File: src/rtl/pipe_pkg.sv
// Shared definitions for the elastic pipeline-stage registers of the MIPS core.
// Latency: n/a (constants only).
// Backpressure: n/a.
package pipe_pkg;

    localparam int PC_W    = 32;
    localparam int INSTR_W = 32;

    // Value the PC outputs take out of reset (boot vector of the core).
    localparam logic [PC_W-1:0]    PC_RESET_DEFAULT = 32'h0000_3000;

    // Instruction word presented while a stage holds no bundle (sll $0,$0,0).
    localparam logic [INSTR_W-1:0] NOP_INSTR        = 32'h0;

endpackage

File: src/rtl/pipe_bundle_reg.sv
// Payload register for one pipeline bundle (pc, pc4, pc8, instr, data lanes).
// Latency: 1 cycle from load to q_*.
// Backpressure: none; the parent decides when to load or clear.
// Ports: clk/reset (sync, active-high); load captures all d_* fields;
//        clr_instr (when not loading) overwrites only the instruction with a nop;
//        q_* are the registered fields.
module pipe_bundle_reg
    import pipe_pkg::*;
#(
    parameter int              DATA_W    = 32,
    parameter int              NUM_LANES = 5,
    parameter logic [PC_W-1:0] PC_RESET  = PC_RESET_DEFAULT
) (
    input  logic                          clk,
    input  logic                          reset,
    input  logic                          load,
    input  logic                          clr_instr,
    input  logic [PC_W-1:0]               d_pc,
    input  logic [PC_W-1:0]               d_pc4,
    input  logic [PC_W-1:0]               d_pc8,
    input  logic [INSTR_W-1:0]            d_instr,
    input  logic [NUM_LANES*DATA_W-1:0]   d_data,
    output logic [PC_W-1:0]               q_pc,
    output logic [PC_W-1:0]               q_pc4,
    output logic [PC_W-1:0]               q_pc8,
    output logic [INSTR_W-1:0]            q_instr,
    output logic [NUM_LANES*DATA_W-1:0]   q_data
);

    logic [PC_W-1:0]             pc_q, pc4_q, pc8_q;
    logic [INSTR_W-1:0]          instr_q;
    logic [NUM_LANES*DATA_W-1:0] data_q;

    always_ff @(posedge clk) begin
        if (reset) begin
            pc_q    <= PC_RESET;
            pc4_q   <= PC_RESET;
            pc8_q   <= PC_RESET;
            instr_q <= NOP_INSTR;
            data_q  <= '0;
        end else if (load) begin
            pc_q    <= d_pc;
            pc4_q   <= d_pc4;
            pc8_q   <= d_pc8;
            instr_q <= d_instr;
            data_q  <= d_data;
        end else if (clr_instr) begin
            // PC and data keep their last values; only the instruction is killed.
            instr_q <= NOP_INSTR;
        end
    end

    assign q_pc    = pc_q;
    assign q_pc4   = pc4_q;
    assign q_pc8   = pc8_q;
    assign q_instr = instr_q;
    assign q_data  = data_q;

endmodule

File: src/rtl/pipe_stage_elastic.sv
// Elastic pipeline-stage register: main entry drives outputs, skid entry absorbs one bundle.
// Latency: 1 cycle input->output when unstalled, 1 bundle/cycle throughput.
// Backpressure: in_ready is a flop (= skid empty); drops the cycle after the skid fills.
// Ports: clk/reset (sync, active-high), flush (sync kill), in_* upstream bundle with
//        in_valid/in_ready, out_* registered bundle with out_valid/out_ready,
//        bubble_cnt = saturating count of cycles with out_valid low.
module pipe_stage_elastic
    import pipe_pkg::*;
#(
    parameter int              DATA_W    = 32,
    parameter int              NUM_LANES = 5,
    parameter logic [PC_W-1:0] PC_RESET  = PC_RESET_DEFAULT,
    parameter int              CNT_W     = 32
) (
    input  logic                          clk,
    input  logic                          reset,
    input  logic                          flush,
    input  logic                          in_valid,
    output logic                          in_ready,
    input  logic [PC_W-1:0]               in_pc,
    input  logic [PC_W-1:0]               in_pc4,
    input  logic [PC_W-1:0]               in_pc8,
    input  logic [INSTR_W-1:0]            in_instr,
    input  logic [NUM_LANES*DATA_W-1:0]   in_data,
    output logic                          out_valid,
    input  logic                          out_ready,
    output logic [PC_W-1:0]               out_pc,
    output logic [PC_W-1:0]               out_pc4,
    output logic [PC_W-1:0]               out_pc8,
    output logic [INSTR_W-1:0]            out_instr,
    output logic [NUM_LANES*DATA_W-1:0]   out_data,
    output logic [CNT_W-1:0]              bubble_cnt
);

    logic main_valid_q, main_valid_d;
    logic skid_valid_q, skid_valid_d;
    logic in_ready_q;
    logic [CNT_W-1:0] bubble_q;

    logic in_fire, out_fire, main_take;
    logic main_load, main_from_skid, main_clr, skid_load;

    logic [PC_W-1:0]             skid_pc, skid_pc4, skid_pc8;
    logic [INSTR_W-1:0]          skid_instr;
    logic [NUM_LANES*DATA_W-1:0] skid_data;

    assign in_fire   = in_valid && in_ready_q;
    assign out_fire  = main_valid_q && out_ready;
    // Main can be written when it is empty or its bundle leaves this cycle.
    assign main_take = !main_valid_q || out_fire;

    always_comb begin
        main_valid_d   = main_valid_q;
        skid_valid_d   = skid_valid_q;
        main_load      = 1'b0;
        main_from_skid = 1'b0;
        main_clr       = 1'b0;
        skid_load      = 1'b0;
        if (flush) begin
            main_valid_d = 1'b0;
            skid_valid_d = 1'b0;
            main_clr     = 1'b1;
        end else if (main_take) begin
            if (skid_valid_q) begin
                // Oldest bundle first: skid moves forward before any new input.
                main_load      = 1'b1;
                main_from_skid = 1'b1;
                main_valid_d   = 1'b1;
                skid_load      = in_fire;
                skid_valid_d   = in_fire;
            end else if (in_fire) begin
                main_load    = 1'b1;
                main_valid_d = 1'b1;
            end else begin
                main_valid_d = 1'b0;
                main_clr     = 1'b1;
            end
        end else if (in_fire) begin
            skid_load    = 1'b1;
            skid_valid_d = 1'b1;
        end
    end

    always_ff @(posedge clk) begin
        if (reset) begin
            main_valid_q <= 1'b0;
            skid_valid_q <= 1'b0;
            in_ready_q   <= 1'b1;
            bubble_q     <= '0;
        end else begin
            main_valid_q <= main_valid_d;
            skid_valid_q <= skid_valid_d;
            in_ready_q   <= !skid_valid_d;
            // Counts the pre-edge output state, independent of flush.
            if (!main_valid_q && (bubble_q != {CNT_W{1'b1}}))
                bubble_q <= bubble_q + CNT_W'(1);
        end
    end

    pipe_bundle_reg #(
        .DATA_W   (DATA_W),
        .NUM_LANES(NUM_LANES),
        .PC_RESET (PC_RESET)
    ) u_main (
        .clk      (clk),
        .reset    (reset),
        .load     (main_load),
        .clr_instr(main_clr),
        .d_pc     (main_from_skid ? skid_pc    : in_pc),
        .d_pc4    (main_from_skid ? skid_pc4   : in_pc4),
        .d_pc8    (main_from_skid ? skid_pc8   : in_pc8),
        .d_instr  (main_from_skid ? skid_instr : in_instr),
        .d_data   (main_from_skid ? skid_data  : in_data),
        .q_pc     (out_pc),
        .q_pc4    (out_pc4),
        .q_pc8    (out_pc8),
        .q_instr  (out_instr),
        .q_data   (out_data)
    );

    pipe_bundle_reg #(
        .DATA_W   (DATA_W),
        .NUM_LANES(NUM_LANES),
        .PC_RESET (PC_RESET)
    ) u_skid (
        .clk      (clk),
        .reset    (reset),
        .load     (skid_load),
        .clr_instr(1'b0),
        .d_pc     (in_pc),
        .d_pc4    (in_pc4),
        .d_pc8    (in_pc8),
        .d_instr  (in_instr),
        .d_data   (in_data),
        .q_pc     (skid_pc),
        .q_pc4    (skid_pc4),
        .q_pc8    (skid_pc8),
        .q_instr  (skid_instr),
        .q_data   (skid_data)
    );

    assign in_ready   = in_ready_q;
    assign out_valid  = main_valid_q;
    assign bubble_cnt = bubble_q;

endmodule

File: config.mk
export PLATFORM = sky130hd
export DESIGN_NAME = pipe_stage_elastic
export DESIGN_NICKNAME = d
export VERILOG_FILES = /design/src/rtl/pipe_pkg.sv /design/src/rtl/pipe_bundle_reg.sv /design/src/rtl/pipe_stage_elastic.sv
export SDC_FILE = /design/constraint.sdc
export NUM_CORES = 1
export LEC_CHECK = 0
export ABC_AREA = 0
export CAP_MARGIN = 30
export CORE_ASPECT_RATIO = 0.7
export CORE_MARGIN = 2
export CORE_UTILIZATION = 44
export DETAILED_ROUTE_END_ITERATION = 12
export PLACE_DENSITY_LB_ADDON = 0.12
export SLEW_MARGIN = 40
export SYNTH_ARGS = -nofsm -noshare
export SYNTH_HDL_FRONTEND = slang
export SYNTH_SLANG_ARGS = --single-unit
File: constraint.sdc
create_clock -name clk -period 2.1 [get_ports clk]
set_input_delay 0.525 -clock clk [delete_from_list [all_inputs] [get_ports clk]]
set_output_delay 0.525 -clock clk [all_outputs]
set_load 0.005 [all_outputs]
After elaboration in Yosys (flattened, before gate mapping)
Cells that the tools add are included.

Add/subtract/negate cells: 1. Multiply operators: 0. Div/mod/pow operators: 0. Magnitude comparators: 0. Eq/ne operators: 1. Shifts and indexed selects: 0. Multiplexer cells: 24. Bitwise operators: 0. Reduce and logical (&&, ||, !) cells: 8.

Operators with widths (count): two-way mux 32 bit (6); two-way mux 160 bit (1); adder 32 x 1 -> 32 bit, second input constant (1); inequality test 32 bit, second input constant (1); two-way mux 1 bit (17); logical AND 1 bit (3); zero test 1 bit (2); nonzero test 2 bit (1); OR reduction 2 bit (1); logical OR 1 bit (1).

Flip-flop bits (word level): 611. Latch bits: 0. RAM bits: 0. Memory bits (read-only): 0. Bits of input ports: 293. Output and inout bits: 322. Memories kept: 0.

Longest topological paths before layout
Depth after elaboration: 7. Depth in mapped cells: 8. Depth with buffers taken out: 6.

By module
A second synthesis with hierarchy kept.

Cells, all modules: 2483. Area, all modules: 26251.4 um2.

Modules (own cells, without submodules): pipe_bundle_reg (instances 2, cells each 969, area an instance 10526.3 um2, sequential area each 5765.5 um2); pipe_stage_elastic (instances 1, cells each 545, area an instance 5198.7 um2, sequential area each 700.7 um2).

Worst setup path after synthesis
No wires, ideal clock.

Path kind: flip-flop to flip-flop. From: register bubble_q[0] (netlist: bubble_cnt[0]). To: register bubble_q[5] (netlist: bubble_cnt[5]). Arrival time: 1.948 ns. Required time: 1.979 ns. Setup slack: 0.031 ns. Cell stages (with the launch flop): 7. Path buffers: 0. Cell sequence: dfxtp_1 -> ha_1 -> nand3_1 -> nor3_1 -> and3_1 -> or4b_2 -> mux2_2.

Word-level cells in the longest chain between the ends: 2. Elaborated cells between the ends (all ways): 3. Those cells by class: 1 x add/sub; 1 x eq/ne; 1 x reduce/logical.

RTL lines: start: declaration (RTL line pipe_stage_elastic.sv:38) `logic [CNT_W-1:0] bubble_q;`; start signal: assignment (RTL line pipe_stage_elastic.sv:96) `bubble_q <= bubble_q + CNT_W'(1);`; parallel branches: the longest is 2 deep, another holds adder 32 x 1 -> 32 bit.

Several ways; the timed one is not identified. A chain may end at the register's enable or synchronous reset.

Final worst setup path
From: register u_main.pc8_q[21] (netlist: u_main.q_pc8[21]). To: output out_pc8[21].

RTL lines: start: declaration (RTL line pipe_bundle_reg.sv:30) `logic [PC_W-1:0] pc_q, pc4_q, pc8_q;`; start signal: assignment (RTL line pipe_bundle_reg.sv:44) `pc8_q <= d_pc8;`; end: declaration (RTL line pipe_stage_elastic.sv:29) `output logic [PC_W-1:0] out_pc8,`.

No word-level cell between the ends.

==> run_summary.xml <==
<?xml version="1.0" encoding="UTF-8"?>
<metrics>
  <group name="status">
    <metric name="status" unit="">completed</metric>
  </group>
  <group name="yosys">
    <metric name="yosys.area.top_type" unit="">sky130_fd_sc_hd__dfxtp_1</metric>
    <metric name="synthTopCellsByArea" unit="">sky130_fd_sc_hd__dfxtp_1 53%, sky130_fd_sc_hd__nand2_1 14%, sky130_fd_sc_hd__a21oi_1 13%</metric>
    <metric name="synth-edff-count" unit="">0</metric>
    <metric name="synthesis.instances" unit="">2780</metric>
    <metric name="yosysWarnings" unit="">0</metric>
    <metric name="yosys.area.top_type_share" unit="">0.5300</metric>
    <metric name="netlist_area" unit="sq um">23080</metric>
    <metric name="ys_async_sr_fraction" unit="">0</metric>
    <metric name="number_of_synthesized_register_bits" unit="">611</metric>
    <metric name="ys_top_cells_by_count" unit="">871 x sky130_fd_sc_hd__nand2_1, 611 x sky130_fd_sc_hd__dfxtp_1, 584 x sky130_fd_sc_hd__a21oi_1</metric>
    <metric name="postSynth.topFlopCell" unit="">sky130_fd_sc_hd__dfxtp_1</metric>
    <metric name="synth.distinct_cells" unit="">50</metric>
    <metric name="postSynthAreaPerCell" unit="sq um">8.302</metric>
    <metric name="synth_seq_area_share" unit="">0.5300</metric>
    <metric name="synth_fp_nets" unit="">3074</metric>
    <metric name="yosysMostFrequentCell" unit="">sky130_fd_sc_hd__nand2_1</metric>
  </group>
  <group name="pwr">
    <metric name="total_power_density_per_cell_area" unit="nW/um^2">768.8</metric>
    <metric name="total_leakage_power" unit="nW">11.48</metric>
    <metric name="peak_ir_drop_on_the_vdd_network" unit="V">0.0006644</metric>
    <metric name="total_power" unit="mW">25.62</metric>
  </group>
  <group name="floorplanning">
    <metric name="die-area" unit="sq um">54330</metric>
    <metric name="starting_density_of_the_core" unit="">0.4436</metric>
    <metric name="core.rowCount" unit="">70</metric>
    <metric name="die_h" unit="microns">195.6</metric>
    <metric name="io_pins" unit="">615</metric>
    <metric name="die_w" unit="microns">277.7</metric>
    <metric name="core_area" unit="sq um">52020</metric>
  </group>
  <group name="flow_run">
    <metric name="timing.max_cap.violations" unit="">0</metric>
  </group>
  <group name="setup_path">
    <metric name="critical_path_arrival" unit="ns">1.57</metric>
    <metric name="critPathMaxFanout" unit="">2</metric>
    <metric name="cp_slowest_stage_delay" unit="ns">0.60</metric>
    <metric name="cp_slowest_cell" unit="">sky130_fd_sc_hd__clkdlybuf4s50_1</metric>
    <metric name="path_delay_family" unit="">buffers and inverters</metric>
    <metric name="crit_chain" unit="">clkdlybuf4s50_1</metric>
    <metric name="setup.worst_path.end_class" unit="">output port</metric>
    <metric name="worstPathBufferInverterCount" unit="">1</metric>
    <metric name="worstSetupStartpointType" unit="">flop</metric>
    <metric name="critPathKind" unit="">reg -&gt; out</metric>
    <metric name="timing.critical_path.required" unit="ns">1.57</metric>
  </group>
  <group name="hold_path">
    <metric name="hp-class" unit="">in -&gt; reg</metric>
  </group>
  <group name="clock_tree">
    <metric name="clk-insertion-delay-late" unit="ns">0.62</metric>
    <metric name="clock_sink_count" unit="">611</metric>
    <metric name="cts_tree" unit="">built</metric>
    <metric name="cts.path.max_buffers" unit="">3</metric>
    <metric name="level_count_of_the_clock_h_tree" unit="">2</metric>
    <metric name="hold_buffers" unit="">0</metric>
    <metric name="path_clk_slew" unit="ns">0.07</metric>
    <metric name="cts-buffers-inserted" unit="">57</metric>
    <metric name="cts_root_buffer" unit="">sky130_fd_sc_hd__clkbuf_16</metric>
  </group>
  <group name="placed_design">
    <metric name="gp_routability_congestion" unit="">0.9089</metric>
    <metric name="dp_cells" unit="">3983</metric>
    <metric name="io_buffer_count" unit="">614</metric>
    <metric name="hpwl" unit="microns">58290</metric>
  </group>
  <group name="timing">
    <metric name="relSlewSlack" unit="">0.4603</metric>
    <metric name="hold_ws" unit="ns">0.3625</metric>
    <metric name="grt_setup_unrepaired" unit="">yes</metric>
    <metric name="tightest_slew" unit="ns">0.8096</metric>
    <metric name="post-route-period-util" unit="">0.9964</metric>
    <metric name="final_hold_viol_count" unit="">0</metric>
    <metric name="worst_clock_skew" unit="ns">0.01409</metric>
    <metric name="report.final.slew_viol_count" unit="">0</metric>
    <metric name="report.final.setup_viol" unit="">0</metric>
    <metric name="period_minus_slack" unit="ns">2.092</metric>
    <metric name="max_freq" unit="GHz">0.4779</metric>
  </group>
  <group name="routing">
    <metric name="first_pass_iters" unit="">7</metric>
    <metric name="drc_markers" unit="">0</metric>
    <metric name="detailedRoute.firstIterationViolations" unit="">1874</metric>
    <metric name="via_count" unit="">23561</metric>
    <metric name="ant_nets" unit="">0</metric>
    <metric name="post_drt_wl_per_cell" unit="microns">20.52</metric>
    <metric name="detail_route.wirelength" unit="microns">84340</metric>
    <metric name="via_per_inst" unit="">5.733</metric>
  </group>
  <group name="grt">
    <metric name="grt_antenna_before_repair" unit="">20</metric>
    <metric name="groute.layer.met3.usage" unit="">0.06724</metric>
    <metric name="grt_overflow_total" unit="">0</metric>
    <metric name="globalRouteMet2Util" unit="">0.4829</metric>
    <metric name="via_count_of_the_first_global_routing_pass" unit="">22988</metric>
    <metric name="grt_pass1_wl" unit="microns">129700</metric>
    <metric name="grt_usage" unit="">0.2967</metric>
    <metric name="largest_net_degree_at_the_start_of_global_routing" unit="">137</metric>
    <metric name="use_met1" unit="">0.3710</metric>
    <metric name="grt.busiest_layer" unit="">met2</metric>
  </group>
  <group name="finish">
    <metric name="instances_no_fill" unit="">4110</metric>
    <metric name="post_route_cells_drive_above_1_share" unit="">0.09765</metric>
    <metric name="num-nets-final" unit="">3656</metric>
    <metric name="areaGrowthSynthToFinish" unit="%">44.41</metric>
  </group>
</metrics>
==> cell usage in the layout, fill, tap and decap left out, types with 3 or more instances in the layout <==
master                              n
sky130_fd_sc_hd__o22ai_1            6
sky130_fd_sc_hd__nand3_1            5
sky130_fd_sc_hd__dlymetal6s2s_1    15
sky130_fd_sc_hd__o21ai_0            9
sky130_fd_sc_hd__or4_1              6
sky130_fd_sc_hd__inv_1              4
sky130_fd_sc_hd__clkinv_2          16
sky130_fd_sc_hd__nor3_1             6
sky130_fd_sc_hd__nor2b_1            5
sky130_fd_sc_hd__o221ai_1         282
sky130_fd_sc_hd__xnor2_1            5
sky130_fd_sc_hd__clkbuf_8          14
sky130_fd_sc_hd__mux2_2             5
sky130_fd_sc_hd__nand4_1           10
sky130_fd_sc_hd__clkbuf_1           8
sky130_fd_sc_hd__nor3_2             3
sky130_fd_sc_hd__nor4_1             7
sky130_fd_sc_hd__o31ai_1            7
sky130_fd_sc_hd__a211o_1            7
sky130_fd_sc_hd__or3_4              4
sky130_fd_sc_hd__nor2_1            27
sky130_fd_sc_hd__or3_1             13
sky130_fd_sc_hd__clkbuf_16         59
sky130_fd_sc_hd__nand3b_1           7
sky130_fd_sc_hd__dlygate4sd2_1     37
sky130_fd_sc_hd__diode_2           16
sky130_fd_sc_hd__dfxtp_2           24
sky130_fd_sc_hd__or4_4              4
sky130_fd_sc_hd__a21oi_1          582
sky130_fd_sc_hd__bufinv_16          6
sky130_fd_sc_hd__buf_12            65
sky130_fd_sc_hd__buf_4            100
sky130_fd_sc_hd__dfxtp_1          586
sky130_fd_sc_hd__nand2_1          871
sky130_fd_sc_hd__clkdlybuf4s50_1  561
sky130_fd_sc_hd__buf_6              4
==> logic make-up after synthesis <==
kind of cell	Yosys count	synth area share
buf+inv	265	0.04543
compound gates	905	0.2467
mux	6	0.002873
xor+xnor	6	0.002277
flops	611	0.5300
simple gates	985	0.1718
fa+ha+maj	2	0.0009758
==> timing repair <==
| action | in CTS | in global routing |
|---|---|---|
| setup endpoints to repair | 46 | 34 |
| buffers inserted | 1 | 3 |
| pin swaps | 0 | 8 |
| gates resized for setup | 61 | 34 |
| cloned | 0 | 0 |
==> path summary, 6_finish.rpt <==
| check | start | to | slack (ns) | cells past startpoint |
|---|---|---|---|---|
| max reg2reg | bubble_cnt[7]$_SDFFE_PP0P_ | bubble_cnt[29]$_SDFFE_PP0P_ | 0.06 | 5 |
| max | u_main.q_pc8[21]$_SDFFE_PP0P_ | out_pc8[21] | 0.008 | 1 |
| min reg2reg | u_main.q_pc[4]$_SDFFE_PP0P_ | u_main.q_pc[4]$_SDFFE_PP0P_ | 0.45 | 2 |
| min | reset | bubble_cnt[14]$_SDFFE_PP0P_ | 0.36 | 2 |
==> area by class of cell <==
class	instances	area, sq um
inverters	5	26.28
repair buffers	783	8239
well taps	684	855.8
fillers	4325	18700
clock inverters	26	300.3
clock buffers	81	1699
diodes	16	40.04
flip-flops and latches	611	12270
multi-input cells	1904	9902
==> layer usage <==
layer,routed length [microns],vias to the layer above
met5,70,-
met4,4123,10
li1,-,11023
met2,39880,927
met3,5809,220
met1,34460,11381
==> through the flow <==
stage            util  TNS [ns]  instance area (sq um)  setup slack (ns)
2_1_floorplan       -         0                  23080           0.03131
3_3_place_gp   0.5988   -141.69                  31150           -0.3349
3_5_place_dp   0.5988   -152.17                  31150           -0.3498
4_1_cts        0.6372         0                  33150         0.0003377
5_1_grt        0.6404   -0.1232                  33320          -0.03533
6_report       0.6406         0                  33330          0.007504
==> power by group <==
group          leakage (nW)  internal [mW]  total, mW  switching (mW)
sequential             4.97           11.9       12.1           0.183
clock                 0.996           6.37       11.0            4.63
combinational          5.52           1.37       2.53            1.15
total                  11.5           19.7       25.6            5.97
Note: power is estimated with default switching activity, not from simulation.
==> RTL change (config.mk and constraints unchanged) <==
Make the reset (`reset`) asynchronous in 2 clocked blocks.
--- a/src/rtl/pipe_bundle_reg.sv
+++ b/src/rtl/pipe_bundle_reg.sv
@@ -32,5 +32,5 @@
     logic [NUM_LANES*DATA_W-1:0] data_q;
 
-    always_ff @(posedge clk) begin
+    always_ff @(posedge clk or posedge reset) begin
         if (reset) begin
             pc_q    <= PC_RESET;
--- a/src/rtl/pipe_stage_elastic.sv
+++ b/src/rtl/pipe_stage_elastic.sv
@@ -82,5 +82,5 @@
     end
 
-    always_ff @(posedge clk) begin
+    always_ff @(posedge clk or posedge reset) begin
         if (reset) begin
             main_valid_q <= 1'b0;
Check against the original RTL: not equivalent (Yosys sat finds a counterexample within 4 cycles, from zero or initial values and one cycle with reset high; the reset may be asserted at any time).
==> RTL change against the unedited design <==
Setup slack gained 0.032 ns; final area increased by 6.7%; routed wire length is 11% lower; first-iteration DRC count decreased by 31%; sequential cell count unchanged; fmax up 1.6%; count of clock-buffer cells in the layout up 19; register-to-register slack improved by 0.02 ns; synthesized area rose by 8.8%; highest routed layer unchanged.
Power is not compared: it rests on default switching activity, and its combinational part moved more than twofold at a synthesized area within 25%.
==> RTL change: results (changes against the unedited design) <==
Place:
- The post-detailed-placement cell area is 33300 um2 (+7.0%).
- The detailed-placement wirelength estimate is 54700 um (-6.1%).
- The number of port buffers came to 614 (unchanged).
- The routability-driven placement congestion ratio was 0.889 (-2.2%).
- The worst setup slack after placement is -0.360 ns (-0.0101 ns).
- The number of cells after detailed placement was 3649 (-8.4%).

GRT:
- The met3 usage came to 0.0542 (-0.0130).
- The initial antenna violation count is 19 (-5.0%).
- The pin count of the biggest net entering global routing was 69 (-50%).
- The combined global-route utilization of all metal layers is 0.250 (-0.0469).
- The global routing usage on met2 is 0.403 (-0.0797).
- The wire length of the first global-routing pass was 116000 um (-11%).
- The met1 capacity usage during global routing is 0.325 (-0.0463).

Critical path:
- The longest individual stage delay on the worst path is 0.54 ns (-0.06 ns).
- The termination of the worst setup path is out_data[0].
- The arrival time at the worst endpoint is 1.54 ns (-0.03 ns).
- The slack of the worst reg-to-reg path is 0.08 ns (+0.02 ns).
- The logic depth of the worst register-to-register path is 9 (+4).
- The worst register-to-register path begins at bubble_cnt[0].
- Tracing the worst setup path back leads to its startpoint at u_main.q_data[0].

Finish:
- The fraction of final layout cells sized beyond drive strength 1 is 0.194 (+0.0960).
- The number of nets in the final layout is 3285 (-10%).
- The filler cell count in the final layout is 4515 (+4.4%).

Synth:
- The net count of the mapped netlist is 2594 (-16%).
- The number of distinct library cells after synthesis is 39 (-22%).
- The dominant synthesized flop cell is sky130_fd_sc_hd__dfrtp_1.
- The commonest cells after synthesis are sky130_fd_sc_hd__dfrtp_1 (598), sky130_fd_sc_hd__nand2_1 (557), sky130_fd_sc_hd__mux2_2 (289).
- Sorting the synthesized cells by area gives the leading types as sky130_fd_sc_hd__dfrtp_1 (60%), sky130_fd_sc_hd__mux2_2 (13%), sky130_fd_sc_hd__nand2_1 (8.3%).
- The sequential area share after synthesis is 0.610 (+0.0797).
- The proportion of register bits with asynchronous set or reset after synthesis is 1.00 (+1.00).

Clock tree:
- The number of buffers created by CTS is 59 (+3.5%).
- After clock tree synthesis, the clock-pin slew on the worst setup and hold paths is 0.06 ns.

Detailed routing:
- The detailed-route wire length per cell is 19.8 um (-3.5%).
- The amount of wire on met3 after detailed routing is 4630 um (-20%).
- The total number of vias is 20000 (-15%).
- The routed metal-1 wire length was 30900 um (-10%).
- The met2 wirelength from detailed routing was 36600 um (-8.3%).
- The number of search-and-repair iterations in the first detailed-routing pass is 5 (-2).

Run status:
- The flow ran to the end, and the final reports show no timing, DRC or antenna violations.

Power:
- The areal power density over the cells is 965 nW/um2.
- The internal power summed over all cells is 25.3 mW.

Timing:
- The worst hold margin is 0.251 ns (-0.112 ns).
- The actual transition at the worst max-transition pin is 0.397 ns (-0.413 ns).
- The shortest period the worst path allows is 2.06 ns (-0.0324 ns).

Hold path:
- The tightest min-delay check is of the input port to async pin type.
-- RTL change: final cells by class --
class | count | area, um2 | share of cell area
well taps | 750 | 938 | 0.0264
flip-flops and latches | 611 | 15300 | 0.431
inverters | 3 | 15.0 | 0.000422
clock inverters | 12 | 106 | 0.00299
clock buffers | 100 | 1830 | 0.0515
repair buffers | 788 | 8130 | 0.229
diodes | 14 | 35.0 | 0.000985
multi-input cells | 1528 | 9190 | 0.258
-- RTL change: repair_timing --
item	CTS	global route
setup endpoints to repair	68	55
pin swaps	0	1
setup buffers	22	9
gates resized for setup	63	29
endpoints found under the hold margin	0	0
gates cloned	0	0
-- RTL change: kinds of logic after synthesis --
group | synth area share
flops | 0.610
simple gates | 0.138
compound gates | 0.0722
xor+xnor | 0.0108
mux | 0.142
buf+inv | 0.0259
fa+ha+maj | 0.000897
